===== src/rtl/if_fetch_queue_pkg.sv =====
// Shared types for the instruction fetch queue: entry layout, FSM states and the reset NOP.
package if_fetch_queue_pkg;

  localparam logic [31:0] NOP  = 32'h0000_0013;
  localparam int          PC_W = 32;

  typedef enum logic {RUN, DRAIN} fetch_state_e;

  typedef struct packed {
    logic [PC_W-1:0] pc;
    logic [31:0]     instr;
    logic            filled;
  } fq_entry_t;

  localparam fq_entry_t EMPTY_ENTRY = '{pc: '0, instr: NOP, filled: 1'b0};

endpackage


===== src/rtl/if_fetch_queue_if.sv =====
// Memory request/response and decode handshake bundle between the fetch queue and its neighbours.
interface if_fetch_queue_if #(parameter int W = 32);

  logic         imem_req_valid;
  logic         imem_req_ready;
  logic [W-1:0] imem_addr;
  logic         imem_rsp_valid;
  logic [31:0]  imem_rsp_data;
  logic         id_valid;
  logic         id_ready;
  logic [31:0]  id_instr;
  logic [W-1:0] id_pc;

  modport master (
    output imem_req_valid, imem_addr, id_valid, id_instr, id_pc,
    input  imem_req_ready, imem_rsp_valid, imem_rsp_data, id_ready
  );

  modport slave (
    input  imem_req_valid, imem_addr, id_valid, id_instr, id_pc,
    output imem_req_ready, imem_rsp_valid, imem_rsp_data, id_ready
  );

endinterface


===== src/rtl/if_fetch_queue_ring.sv =====
// DEPTH-entry in-order ring: entries are allocated on request, filled on response, freed by decode.
module if_fetch_queue_ring
  import if_fetch_queue_pkg::*;
#(
  parameter int DEPTH = 2,
  parameter int CW    = $clog2(DEPTH + 1)
) (
  input  logic             clk_i,
  input  logic             rst_ni,
  input  logic             clear_i,
  input  logic             alloc_i,
  input  logic [PC_W-1:0]  alloc_pc_i,
  input  logic             fill_i,
  input  logic [31:0]      fill_data_i,
  input  logic             deq_i,
  output fq_entry_t        head_o,
  output logic [CW-1:0]    occ_o,
  output logic [CW-1:0]    pend_o
);

  localparam int PW = $clog2(DEPTH);

  fq_entry_t         entries [DEPTH];
  logic [PW-1:0]     alloc_q, fill_q, head_q;
  logic [CW-1:0]     occ_q, pend_q;

  // pend tracks allocated-but-unfilled entries so the top can count in-flight requests on a flush
  always_ff @(posedge clk_i or negedge rst_ni) begin
    if (!rst_ni) begin
      entries <= '{default: EMPTY_ENTRY};
      alloc_q <= '0;
      fill_q  <= '0;
      head_q  <= '0;
      occ_q   <= '0;
      pend_q  <= '0;
    end else if (clear_i) begin
      entries <= '{default: EMPTY_ENTRY};
      alloc_q <= '0;
      fill_q  <= '0;
      head_q  <= '0;
      occ_q   <= '0;
      pend_q  <= '0;
    end else begin
      if (deq_i) begin
        entries[head_q].filled <= 1'b0;
        head_q                 <= head_q + PW'(1);
      end
      if (alloc_i) begin
        entries[alloc_q].pc     <= alloc_pc_i;
        entries[alloc_q].filled <= 1'b0;
        alloc_q                 <= alloc_q + PW'(1);
      end
      if (fill_i) begin
        entries[fill_q].instr  <= fill_data_i;
        entries[fill_q].filled <= 1'b1;
        fill_q                 <= fill_q + PW'(1);
      end
      occ_q  <= occ_q + CW'(alloc_i) - CW'(deq_i);
      pend_q <= pend_q + CW'(alloc_i) - CW'(fill_i);
    end
  end

  assign head_o = entries[head_q];
  assign occ_o  = occ_q;
  assign pend_o = pend_q;

endmodule


===== src/rtl/if_fetch_queue.sv =====
// Fetch stage: issues in-order instruction requests for pc_i, queues responses for decode,
// and drops responses belonging to requests that a redirect has killed.
module if_fetch_queue
  import if_fetch_queue_pkg::*;
#(
  parameter int W     = 32,
  parameter int DEPTH = 2
) (
  input  logic            clk_i,
  input  logic            rst_ni,
  input  logic [W-1:0]    pc_i,
  output logic            pc_stall_o,
  input  logic            flush_i,
  if_fetch_queue_if.master bus
);

  localparam int CW = $clog2(DEPTH + 1);

  fetch_state_e   state_q;
  logic [CW-1:0]  drop_q;
  logic [CW-1:0]  occ, pend;
  fq_entry_t      head;
  logic           credit, req_fire, rsp_fill, deq;
  logic [CW:0]    inflight;

  // Credit counts responses still owed for killed requests, so new work never overruns the ring
  always_comb begin
    credit              = ({1'b0, occ} + {1'b0, drop_q}) < (CW+1)'(DEPTH);
    bus.imem_req_valid  = rst_ni & credit & ~flush_i;
    bus.imem_addr       = pc_i;
    req_fire            = bus.imem_req_valid & bus.imem_req_ready;
    pc_stall_o          = ~flush_i & ~req_fire;
    bus.id_valid        = head.filled & (occ != '0) & ~flush_i;
    bus.id_instr        = head.instr;
    bus.id_pc           = W'(head.pc);
    deq                 = bus.id_valid & bus.id_ready;
    rsp_fill            = bus.imem_rsp_valid & (state_q == RUN) & ~flush_i;
    inflight            = {1'b0, drop_q} + {1'b0, pend} - (CW+1)'(bus.imem_rsp_valid);
  end

  if_fetch_queue_ring #(
    .DEPTH (DEPTH),
    .CW    (CW)
  ) u_ring (
    .clk_i       (clk_i),
    .rst_ni      (rst_ni),
    .clear_i     (flush_i),
    .alloc_i     (req_fire),
    .alloc_pc_i  (PC_W'(pc_i)),
    .fill_i      (rsp_fill),
    .fill_data_i (bus.imem_rsp_data),
    .deq_i       (deq),
    .head_o      (head),
    .occ_o       (occ),
    .pend_o      (pend)
  );

  // A response arriving in the flush cycle is one fewer to drop, whichever state we are in
  always_ff @(posedge clk_i or negedge rst_ni) begin
    if (!rst_ni) begin
      state_q <= RUN;
      drop_q  <= '0;
    end else if (flush_i) begin
      drop_q  <= inflight[CW-1:0];
      state_q <= (inflight != '0) ? DRAIN : RUN;
    end else if (state_q == DRAIN && bus.imem_rsp_valid) begin
      drop_q <= drop_q - CW'(1);
      if (drop_q == CW'(1)) state_q <= RUN;
    end
  end

  rsp_has_slot: assert property (@(posedge clk_i) disable iff (!rst_ni)
    (bus.imem_rsp_valid && state_q == RUN) |-> (pend != '0));

endmodule


===== src/flat_wrapper.sv =====
// flat-port wrapper written by rule: the top's interface ports become plain ports
module if_fetch_queue_flat import if_fetch_queue_pkg::*;
#(
  parameter int W     = 32,
  parameter int DEPTH = 2
)
  (clk_i, rst_ni, pc_i, pc_stall_o, flush_i, bus_imem_req_valid, bus_imem_addr, bus_id_valid, bus_id_instr, bus_id_pc, bus_imem_req_ready, bus_imem_rsp_valid, bus_imem_rsp_data, bus_id_ready);
  if_fetch_queue_if #(.W(W)) bus_i ();
  input  logic clk_i;
  input  logic rst_ni;
  input  logic [W-1:0] pc_i;
  output logic pc_stall_o;
  input  logic flush_i;
  output wire logic [$bits(bus_i.imem_req_valid)-1:0] bus_imem_req_valid;
  output wire logic [$bits(bus_i.imem_addr)-1:0] bus_imem_addr;
  output wire logic [$bits(bus_i.id_valid)-1:0] bus_id_valid;
  output wire logic [$bits(bus_i.id_instr)-1:0] bus_id_instr;
  output wire logic [$bits(bus_i.id_pc)-1:0] bus_id_pc;
  input wire logic [$bits(bus_i.imem_req_ready)-1:0] bus_imem_req_ready;
  input wire logic [$bits(bus_i.imem_rsp_valid)-1:0] bus_imem_rsp_valid;
  input wire logic [$bits(bus_i.imem_rsp_data)-1:0] bus_imem_rsp_data;
  input wire logic [$bits(bus_i.id_ready)-1:0] bus_id_ready;
  assign bus_imem_req_valid = bus_i.imem_req_valid;
  assign bus_imem_addr = bus_i.imem_addr;
  assign bus_id_valid = bus_i.id_valid;
  assign bus_id_instr = bus_i.id_instr;
  assign bus_id_pc = bus_i.id_pc;
  assign bus_i.imem_req_ready = bus_imem_req_ready;
  assign bus_i.imem_rsp_valid = bus_imem_rsp_valid;
  assign bus_i.imem_rsp_data = bus_imem_rsp_data;
  assign bus_i.id_ready = bus_id_ready;
  if_fetch_queue #(.W(W), .DEPTH(DEPTH)) u_core (.clk_i(clk_i), .rst_ni(rst_ni), .pc_i(pc_i), .pc_stall_o(pc_stall_o), .flush_i(flush_i), .bus(bus_i));
endmodule

===== config.mk =====
export PLATFORM = sky130hd
export DESIGN_NAME = if_fetch_queue_flat
export DESIGN_NICKNAME = d
export VERILOG_FILES = /design/src/rtl/if_fetch_queue_pkg.sv /design/src/rtl/if_fetch_queue_if.sv /design/src/rtl/if_fetch_queue_ring.sv /design/src/rtl/if_fetch_queue.sv /design/src/flat_wrapper.sv
export SDC_FILE = /design/constraint.sdc
export NUM_CORES = 1
export LEC_CHECK = 0
export ABC_AREA = 1
export ABC_CLOCK_PERIOD_IN_PS = 2300
export BUFFER_PORTS_ARGS = -buffer_cell sky130_fd_sc_hd__buf_2
export CAP_MARGIN = 5
export CORE_MARGIN = 5
export CORE_UTILIZATION = 39
export DETAILED_ROUTE_END_ITERATION = 8
export PLACE_DENSITY = 0.6
export RECOVER_POWER = 50
export SLEW_MARGIN = 20
export SYNTH_ARGS = -nofsm -noshare
export SYNTH_HDL_FRONTEND = slang
export SYNTH_HIERARCHICAL = 1
export SYNTH_SLANG_ARGS = --single-unit

===== constraint.sdc =====
create_clock -name clk_i -period 2.3 [get_ports clk_i]
set_input_delay 0.115 -clock clk_i [delete_from_list [all_inputs] [get_ports clk_i]]
set_output_delay 0.115 -clock clk_i [all_outputs]
set_load 0.02 [all_outputs]

# After elaboration in Yosys (flattened, before gate mapping)
# Cells that the tools add are included.
word_totals:
  regBits: 140
  input_bits: 70
  output_inout_bits: 99
  elab_cells: 97
op_classes:
  n_addsub: 11
  order_cmp: 7
  n_eq_ne: 1
  mux: 38
  bitwise: 15
  n_reduce_logical: 12
ops:
  columns: ["operator", "n"]
  rows:
  - ["$mux 130", 6]
  - ["$bwmux 130", 5]
  - ["$demux 65 s1", 5]
  - ["$mux 65", 4]
  - ["$mux 33", 1]
  - ["$mux 1", 13]
  - ["$reduce_bool 2->1", 6]
  - ["$and 1x1->1", 9]
  - ["$mux 2", 4]
  - ["$add 2x2->3", 2]
  - ["$ge 2x2->1 const B", 3]
  - ["$lt 2x1->1 const B", 3]
  - ["$not 1->2", 3]
  - ["$add 2x1->2", 2]
  - ["$logic_and 1x1->1", 4]
  - ["$sub 2x1->2", 2]
  - ["$add 1x1->1 const B", 3]
  - ["$lt 3x2->1 const B", 1]
  - ["$not 1->1", 3]
  - ["$reduce_bool 3->1", 1]
  - ["$sub 3x1->3", 1]
  - ["$eq 2x1->1 const B", 1]
  - ["$reduce_and 2->1", 1]
  - ["$sub 2x1->2 const B", 1]

# Longest topological paths before layout
depth:
  ltp_word: 17
  ltp_mapped: 13
  mapped_depth_nobuf: 11

# Modules after synthesis
# The synthesis kept the hierarchy.
modules_own_cells:
  columns: ["mod", "instances", "cells_per_inst", "area_per_inst_um2", "seq_area_each_um2"]
  rows:
  - ["if_fetch_queue_ring", 1, 726, 6063.3, 3435.8]
  - ["if_fetch_queue", 1, 86, 614.3, 75.1]

# Worst setup path after synthesis
# Ideal clock, no wire load.
synth_path:
  path_kind: "register to register"
  start: "register u_core.drop_q[0]"
  end: "register u_core/u_ring/entries[104] in the netlist's numbering"
  setup_time_ns: 0.082
  arrival_ns: 2.092
  required_time_ns: 2.218
  slack_ns: 0.126
  path_stages_with_launch: 11
  n_path_buf: 2
  period_less_slack_ns: 2.174
  cell_sequence: "dfrtp_1 > nand2_1 > inv_1 > fa_1 > nor2_1 > nand2_1 > nor3_1 > buf_2 > clkbuf_1 > nand2_1 > o22ai_1"
synth_between:
  elab_chain_cells: 11
synth_lines:
  columns: ["item", "line", "text"]
  rows:
  - ["start: declaration", "if_fetch_queue.sv:20", "logic [CW-1:0] drop_q;"]
  - ["start signal: assignment", "if_fetch_queue.sv:64", "drop_q <= inflight[CW-1:0];"]
  - ["start signal: assignment", "if_fetch_queue.sv:67", "drop_q <= drop_q - CW'(1);"]
  - ["$add 2x2->3 (*)", "if_fetch_queue.sv:28", "credit = ({1'b0, occ} + {1'b0, drop_q}) < (CW+1)'(DEPTH);"]
  - ["$lt 3x2->1 (*)", "if_fetch_queue.sv:28", null]
  - ["$and 1x1->1 (*) (2 in a row)", "if_fetch_queue.sv:29", "bus.imem_req_valid = rst_ni & credit & ~flush_i;"]
  - ["$and 1x1->1 (*)", "if_fetch_queue.sv:31", "req_fire = bus.imem_req_valid & bus.imem_req_ready;"]
  - ["via u_core.req_fire", "if_fetch_queue.sv:23", "logic credit, req_fire, rsp_fill, deq;"]
  - ["$mux 130 (*)", "if_fetch_queue_ring.sv:48", "if (alloc_i) begin"]
  - ["$mux 130 (*)", "if_fetch_queue_ring.sv:36", "end else if (clear_i) begin"]
  - ["$bwmux 130", "if_fetch_queue_ring.sv:54", "entries[fill_q].instr <= fill_data_i;"]
  - ["$bwmux 130", "if_fetch_queue_ring.sv:55", "entries[fill_q].filled <= 1'b1;"]
  - ["$mux 130 (*)", "if_fetch_queue_ring.sv:53", "if (fill_i) begin"]
  - ["$mux 130 (*)", "if_fetch_queue_ring.sv:36", null]
  - ["end: declaration", "if_fetch_queue_ring.sv:23", "fq_entry_t entries [DEPTH];"]
# Mark *: on every way through the listed nets, which the timed path passes. The rest lies on a longest branch. The select of a mux whose other input is x is not followed.
# A chain may end at the register's enable or synchronous reset.

# Worst setup path in the final report
layout_path:
  start: "register u_core.u_ring.occ_q[0] (netlist: u_core/u_ring/occ_o[0])"
  end: "register u_core/u_ring/entries[60] in the netlist's numbering"
layout_between:
  word_cells_on_any_way: 19
  classes_between: "add/sub (1); order compare (1); mux (10); bitwise (6); reduce/logical (1)"
layout_rtl:
  columns: ["item", "line", "text"]
  rows:
  - ["start: declaration", "if_fetch_queue_ring.sv:25", "logic [CW-1:0] occ_q, pend_q;"]
  - ["start signal: assignment", "if_fetch_queue_ring.sv:58", "occ_q <= occ_q + CW'(alloc_i) - CW'(deq_i);"]
  - ["$add 2x2->3 (*)", "if_fetch_queue.sv:28", null]
  - ["$lt 3x2->1 (*)", "if_fetch_queue.sv:28", null]
  - ["$and 1x1->1 (*) (2 in a row)", "if_fetch_queue.sv:29", null]
  - ["$and 1x1->1 (*)", "if_fetch_queue.sv:31", null]
  - ["via u_core.req_fire", "if_fetch_queue.sv:23", null]
  - ["$mux 130 (*)", "if_fetch_queue_ring.sv:48", null]
  - ["$mux 130 (*)", "if_fetch_queue_ring.sv:36", null]
  - ["$bwmux 130", "if_fetch_queue_ring.sv:54", null]
  - ["$bwmux 130", "if_fetch_queue_ring.sv:55", null]
  - ["$mux 130 (*)", "if_fetch_queue_ring.sv:53", null]
  - ["$mux 130 (*)", "if_fetch_queue_ring.sv:36", null]
# Marked as above.

==> run_summary.xml <==
<?xml version="1.0" encoding="UTF-8"?>
<metrics>
  <group name="logic_synthesis">
    <metric name="seq_area_frac_synth" unit="%">52.6</metric>
    <metric name="synth.avg_cell_area" unit="µm²">8.22</metric>
    <metric name="post-synth-top-area-cell" unit="">sky130_fd_sc_hd__dfrtp_1</metric>
    <metric name="synth.top_cell.area_share" unit="%">50.2</metric>
    <metric name="synthXorXnorAreaFrac" unit="%">0</metric>
    <metric name="compound_cell_area_share_of_the_yosys_netlist" unit="%">13.4</metric>
    <metric name="synth.most_common_cell" unit="">sky130_fd_sc_hd__nand2_1</metric>
    <metric name="syn_area" unit="µm²">6680</metric>
    <metric name="postSynthCellCount" unit="">812</metric>
    <metric name="synthesis.yosys.warnings" unit="">6</metric>
    <metric name="synth_top_family_by_area" unit="">simple AND/OR/NAND/NOR gates</metric>
    <metric name="ys_top_cells_by_count" unit="">sky130_fd_sc_hd__nand2_1 (221), sky130_fd_sc_hd__dfrtp_1 (134), sky130_fd_sc_hd__o21ai_0 (123)</metric>
    <metric name="post_synth_main_area_contributors" unit="">sky130_fd_sc_hd__dfrtp_1 (50%), sky130_fd_sc_hd__nand2_1 (12%), sky130_fd_sc_hd__o21ai_0 (9.2%)</metric>
    <metric name="synth_simple_gate_area_share" unit="%">19.5</metric>
    <metric name="number_of_enable_flip_flop_cells_after_synthesis" unit="">0</metric>
    <metric name="synth_seq_cells" unit="">140</metric>
    <metric name="synth_fp_nets" unit="">892</metric>
    <metric name="dominantRegCellSynth" unit="">sky130_fd_sc_hd__dfrtp_1</metric>
    <metric name="arithmetic_cell_share_of_the_synthesized_area_counting_full_adders_half_adders_and_majority_gates" unit="%">2.10</metric>
    <metric name="yosys-mux-area-fraction" unit="%">0</metric>
    <metric name="async_flop_share" unit="%">100</metric>
    <metric name="synthDistinctLibCells" unit="">27</metric>
  </group>
  <group name="sta">
    <metric name="rsz0062_at_grt" unit="">false</metric>
    <metric name="slew_worst_pin" unit="ns">1.26</metric>
    <metric name="maxSlewViolCount" unit="">0</metric>
    <metric name="post-route-min-period" unit="ns">2.11</metric>
    <metric name="finalCritPeriodShare" unit="%">91.9</metric>
    <metric name="final-hold-violation-count" unit="">0</metric>
    <metric name="finalSetupViolCount" unit="">0</metric>
    <metric name="setup_tns" unit="ns">0</metric>
    <metric name="worst_rel_slew_slack" unit="%">16.2</metric>
    <metric name="maximum_operating_frequency" unit="MHz">473</metric>
    <metric name="final.setup.worst_slack" unit="ns">0.186</metric>
    <metric name="final.setup_skew" unit="ns">0.0118</metric>
  </group>
  <group name="placement">
    <metric name="gp_routability_congestion" unit="">0.740</metric>
    <metric name="placement.setup.worst_slack" unit="ns">0.153</metric>
    <metric name="detailed_place_hpwl" unit="µm">11100</metric>
    <metric name="portBuffers" unit="">168</metric>
  </group>
  <group name="global_route">
    <metric name="use_met2" unit="%">29.2</metric>
    <metric name="antenna_found_initial" unit="">0</metric>
    <metric name="grt_pass1_wl" unit="µm">30000</metric>
    <metric name="grt_use_total" unit="%">18.7</metric>
    <metric name="grt_start_max_net_pins" unit="">141</metric>
    <metric name="grtUsageMet3" unit="%">4.40</metric>
    <metric name="grt-busiest-layer" unit="">met2</metric>
    <metric name="met1_usage" unit="%">25.9</metric>
    <metric name="via_count_of_the_first_global_routing_pass" unit="">5933</metric>
    <metric name="global_route.overflow_total" unit="">0</metric>
  </group>
  <group name="setup_path">
    <metric name="worstPathRequired" unit="ns">2.58</metric>
    <metric name="startpoint_type" unit="">register</metric>
    <metric name="critical_path.most_common_cell" unit="">sky130_fd_sc_hd__nand2_1</metric>
    <metric name="crit_fanout" unit="">22</metric>
    <metric name="cpMaxStageDelayCell" unit="">sky130_fd_sc_hd__fa_1</metric>
    <metric name="critical_path_cell_list" unit="">nand2_1, inv_1, fa_1, nor2_2, nand2_1, nor3_4, buf_4, nand2_1, buf_6, nand3_1, o21ai_0</metric>
    <metric name="worstPathArrival" unit="ns">2.39</metric>
    <metric name="stage_delay_of_the_slowest_cell_on_the_critical_path" unit="ns">0.45</metric>
    <metric name="end_kind" unit="">register</metric>
    <metric name="worst-setup-path-type" unit="">register to register</metric>
  </group>
  <group name="cts">
    <metric name="cts_tree" unit="">done</metric>
    <metric name="tritoncts.num_buffers" unit="">17</metric>
    <metric name="clock-sinks" unit="">140</metric>
    <metric name="cts-root-to-sink-buffers" unit="">2</metric>
    <metric name="clock_tree.root_cell" unit="">sky130_fd_sc_hd__clkbuf_16</metric>
    <metric name="clk-insertion-delay-late" unit="ns">0.42</metric>
    <metric name="cts_htree_levels" unit="">4</metric>
    <metric name="clk_transition_reported_paths" unit="ns">0.06</metric>
  </group>
  <group name="hold_path">
    <metric name="hold_path.class" unit="">input port to register</metric>
  </group>
  <group name="power_and_ir_drop">
    <metric name="power.ir.vdd_worst" unit="mV">0.502</metric>
    <metric name="power_density" unit="nW/µm²">758</metric>
    <metric name="p_leak" unit="nW">4.24</metric>
  </group>
  <group name="cells_and_area">
    <metric name="ff_latch_area" unit="µm²">3510</metric>
    <metric name="num-fill-cells" unit="">1590</metric>
    <metric name="layout.nets" unit="">1079</metric>
    <metric name="number_of_diodes" unit="">0</metric>
    <metric name="multi_input_area" unit="µm²">2350</metric>
    <metric name="area_growth_syn_to_layout" unit="%">31.2</metric>
    <metric name="fraction_of_layout_instances_using_a_drive_strength_above_1" unit="%">19.9</metric>
  </group>
  <group name="job">
    <metric name="max-cap-violations" unit="">0</metric>
  </group>
  <group name="floorplanning">
    <metric name="design.core.area" unit="µm²">16700</metric>
    <metric name="std_cell_rows" unit="">47</metric>
    <metric name="initial_core_util" unit="%">40.0</metric>
    <metric name="die_h" unit="µm">141</metric>
    <metric name="dieWidth" unit="µm">141</metric>
    <metric name="floorplan.io_pins" unit="">169</metric>
    <metric name="floorplan.die_area" unit="µm²">19800</metric>
  </group>
  <group name="detailed_routing">
    <metric name="vias" unit="">5958</metric>
    <metric name="wl_per_cell" unit="µm">15.0</metric>
    <metric name="drt_iter0_markers" unit="">302</metric>
    <metric name="drt_pre_antenna_iters" unit="">5</metric>
    <metric name="finalWirelength" unit="µm">18400</metric>
    <metric name="number_of_remaining_drc_errors" unit="">0</metric>
    <metric name="postRouteAntennaNets" unit="">0</metric>
    <metric name="vias_per_cell" unit="">4.84</metric>
  </group>
  <group name="outcome">
    <metric name="status" unit="">completed</metric>
  </group>
</metrics>
timing repair:
| action | 4_1_cts | 5_1_grt |
|---|---|---|
| hold buffers | 62 | 0 |
| setup endpoints to repair | 0 | 20 |
| gates resized for setup | 0 | 4 |
| hold endpoints to repair | 250 | 0 |
| buffers inserted | 0 | 0 |
cell families (layout without fill, tap and decap cells):
logic type	after synthesis	count (layout)
flops	140	140
fa+ha+maj	10	10
simple gates	318	318
compound gates	170	170
buf+inv	174	374
flip-flops by register name, summed over array words and instances, names as in the netlist:
name	flops
u_core/u_ring/entries	130
u_core/drop_q	2
u_core/u_ring/occ_o	2
u_core/u_ring/pend_o	2
u_core/state_q	1
u_core/u_ring/alloc_q	1
u_core/u_ring/fill_q	1
u_core/u_ring/head_q	1
worst max-delay path: cells and delay by family (launching register included):
kind / cells / cell delay [ns]
and+or+nand+nor: 6 / 0.67
DFF: 1 / 0.39
buffers and inverters: 3 / 0.38
adders and majority gates: 1 / 0.45
AOI/OAI and AO/OA: 1 / 0.09
layout make-up:
class                   instances  share of cell area [%]
flip-flops and latches        140                    40.1
multi-input cells             498                    26.9
repair buffers                250                    18.6
clock buffers                  22                    5.41
inverters                      92                    4.00
well taps                     220                    3.14
clock inverters                10                    1.87
layer usage:
layer	wire, µm	part of all wire, %
met1	8500	46
met2	8720	47
met3	949	5.2
met4	252	1.4
met5	0	0
placed cells by master (no fill, tap or decap), drive strengths merged, types with 11 or more instances in the layout:
master / instances
a21oi: 11
clkbuf: 57
buf: 153
dlygate4sd3: 62
o22ai: 32
dfrtp: 134
nor2: 23
inv: 92
nand3: 68
nand2: 224
o21ai: 125
path summary, 6_finish.rpt:
path | start | to | slack (ns) | cells past startpoint
max | u_core/u_ring/occ_o[0] | u_core/u_ring/entries[60] | 0.19 | 11
min | pc_i[29] | u_core/u_ring/entries[62] | 0.01 | 3
max reg2reg | u_core/u_ring/occ_o[0] | u_core/u_ring/entries[60] | 0.19 | 11
min reg2reg | u_core/u_ring/entries[2] | u_core/u_ring/entries[2] | 0.50 | 2
max in group asynchronous | rst_ni | u_core/u_ring/head_q | 0.71 | 3
min in group asynchronous | rst_ni | u_core/u_ring/pend_o[1] | 0.66 | 3
through the flow:
stage          instance area, µm²  hold WS [ns]  utilization, %  instances  total power [mW]
2_1_floorplan                6680        -0.181               -        812              3.30
3_3_place_gp                 7560         0.328            45.3       1138              3.67
3_5_place_dp                 7560         0.332            45.3       1138              3.68
4_1_cts                      8820       0.00175            52.8       1232              6.73
5_1_grt                      8760        0.0217            52.5       1232              6.96
6_report                     8760        0.0119            52.5       1232              6.64
power breakdown:
part           total, mW  internal [mW]  switching, mW
sequential          2.62           2.58         0.0476
combinational       1.08          0.397          0.680
clock               2.94           1.90           1.04
total               6.64           4.88           1.76
Power figures use the tool's default switching activity.
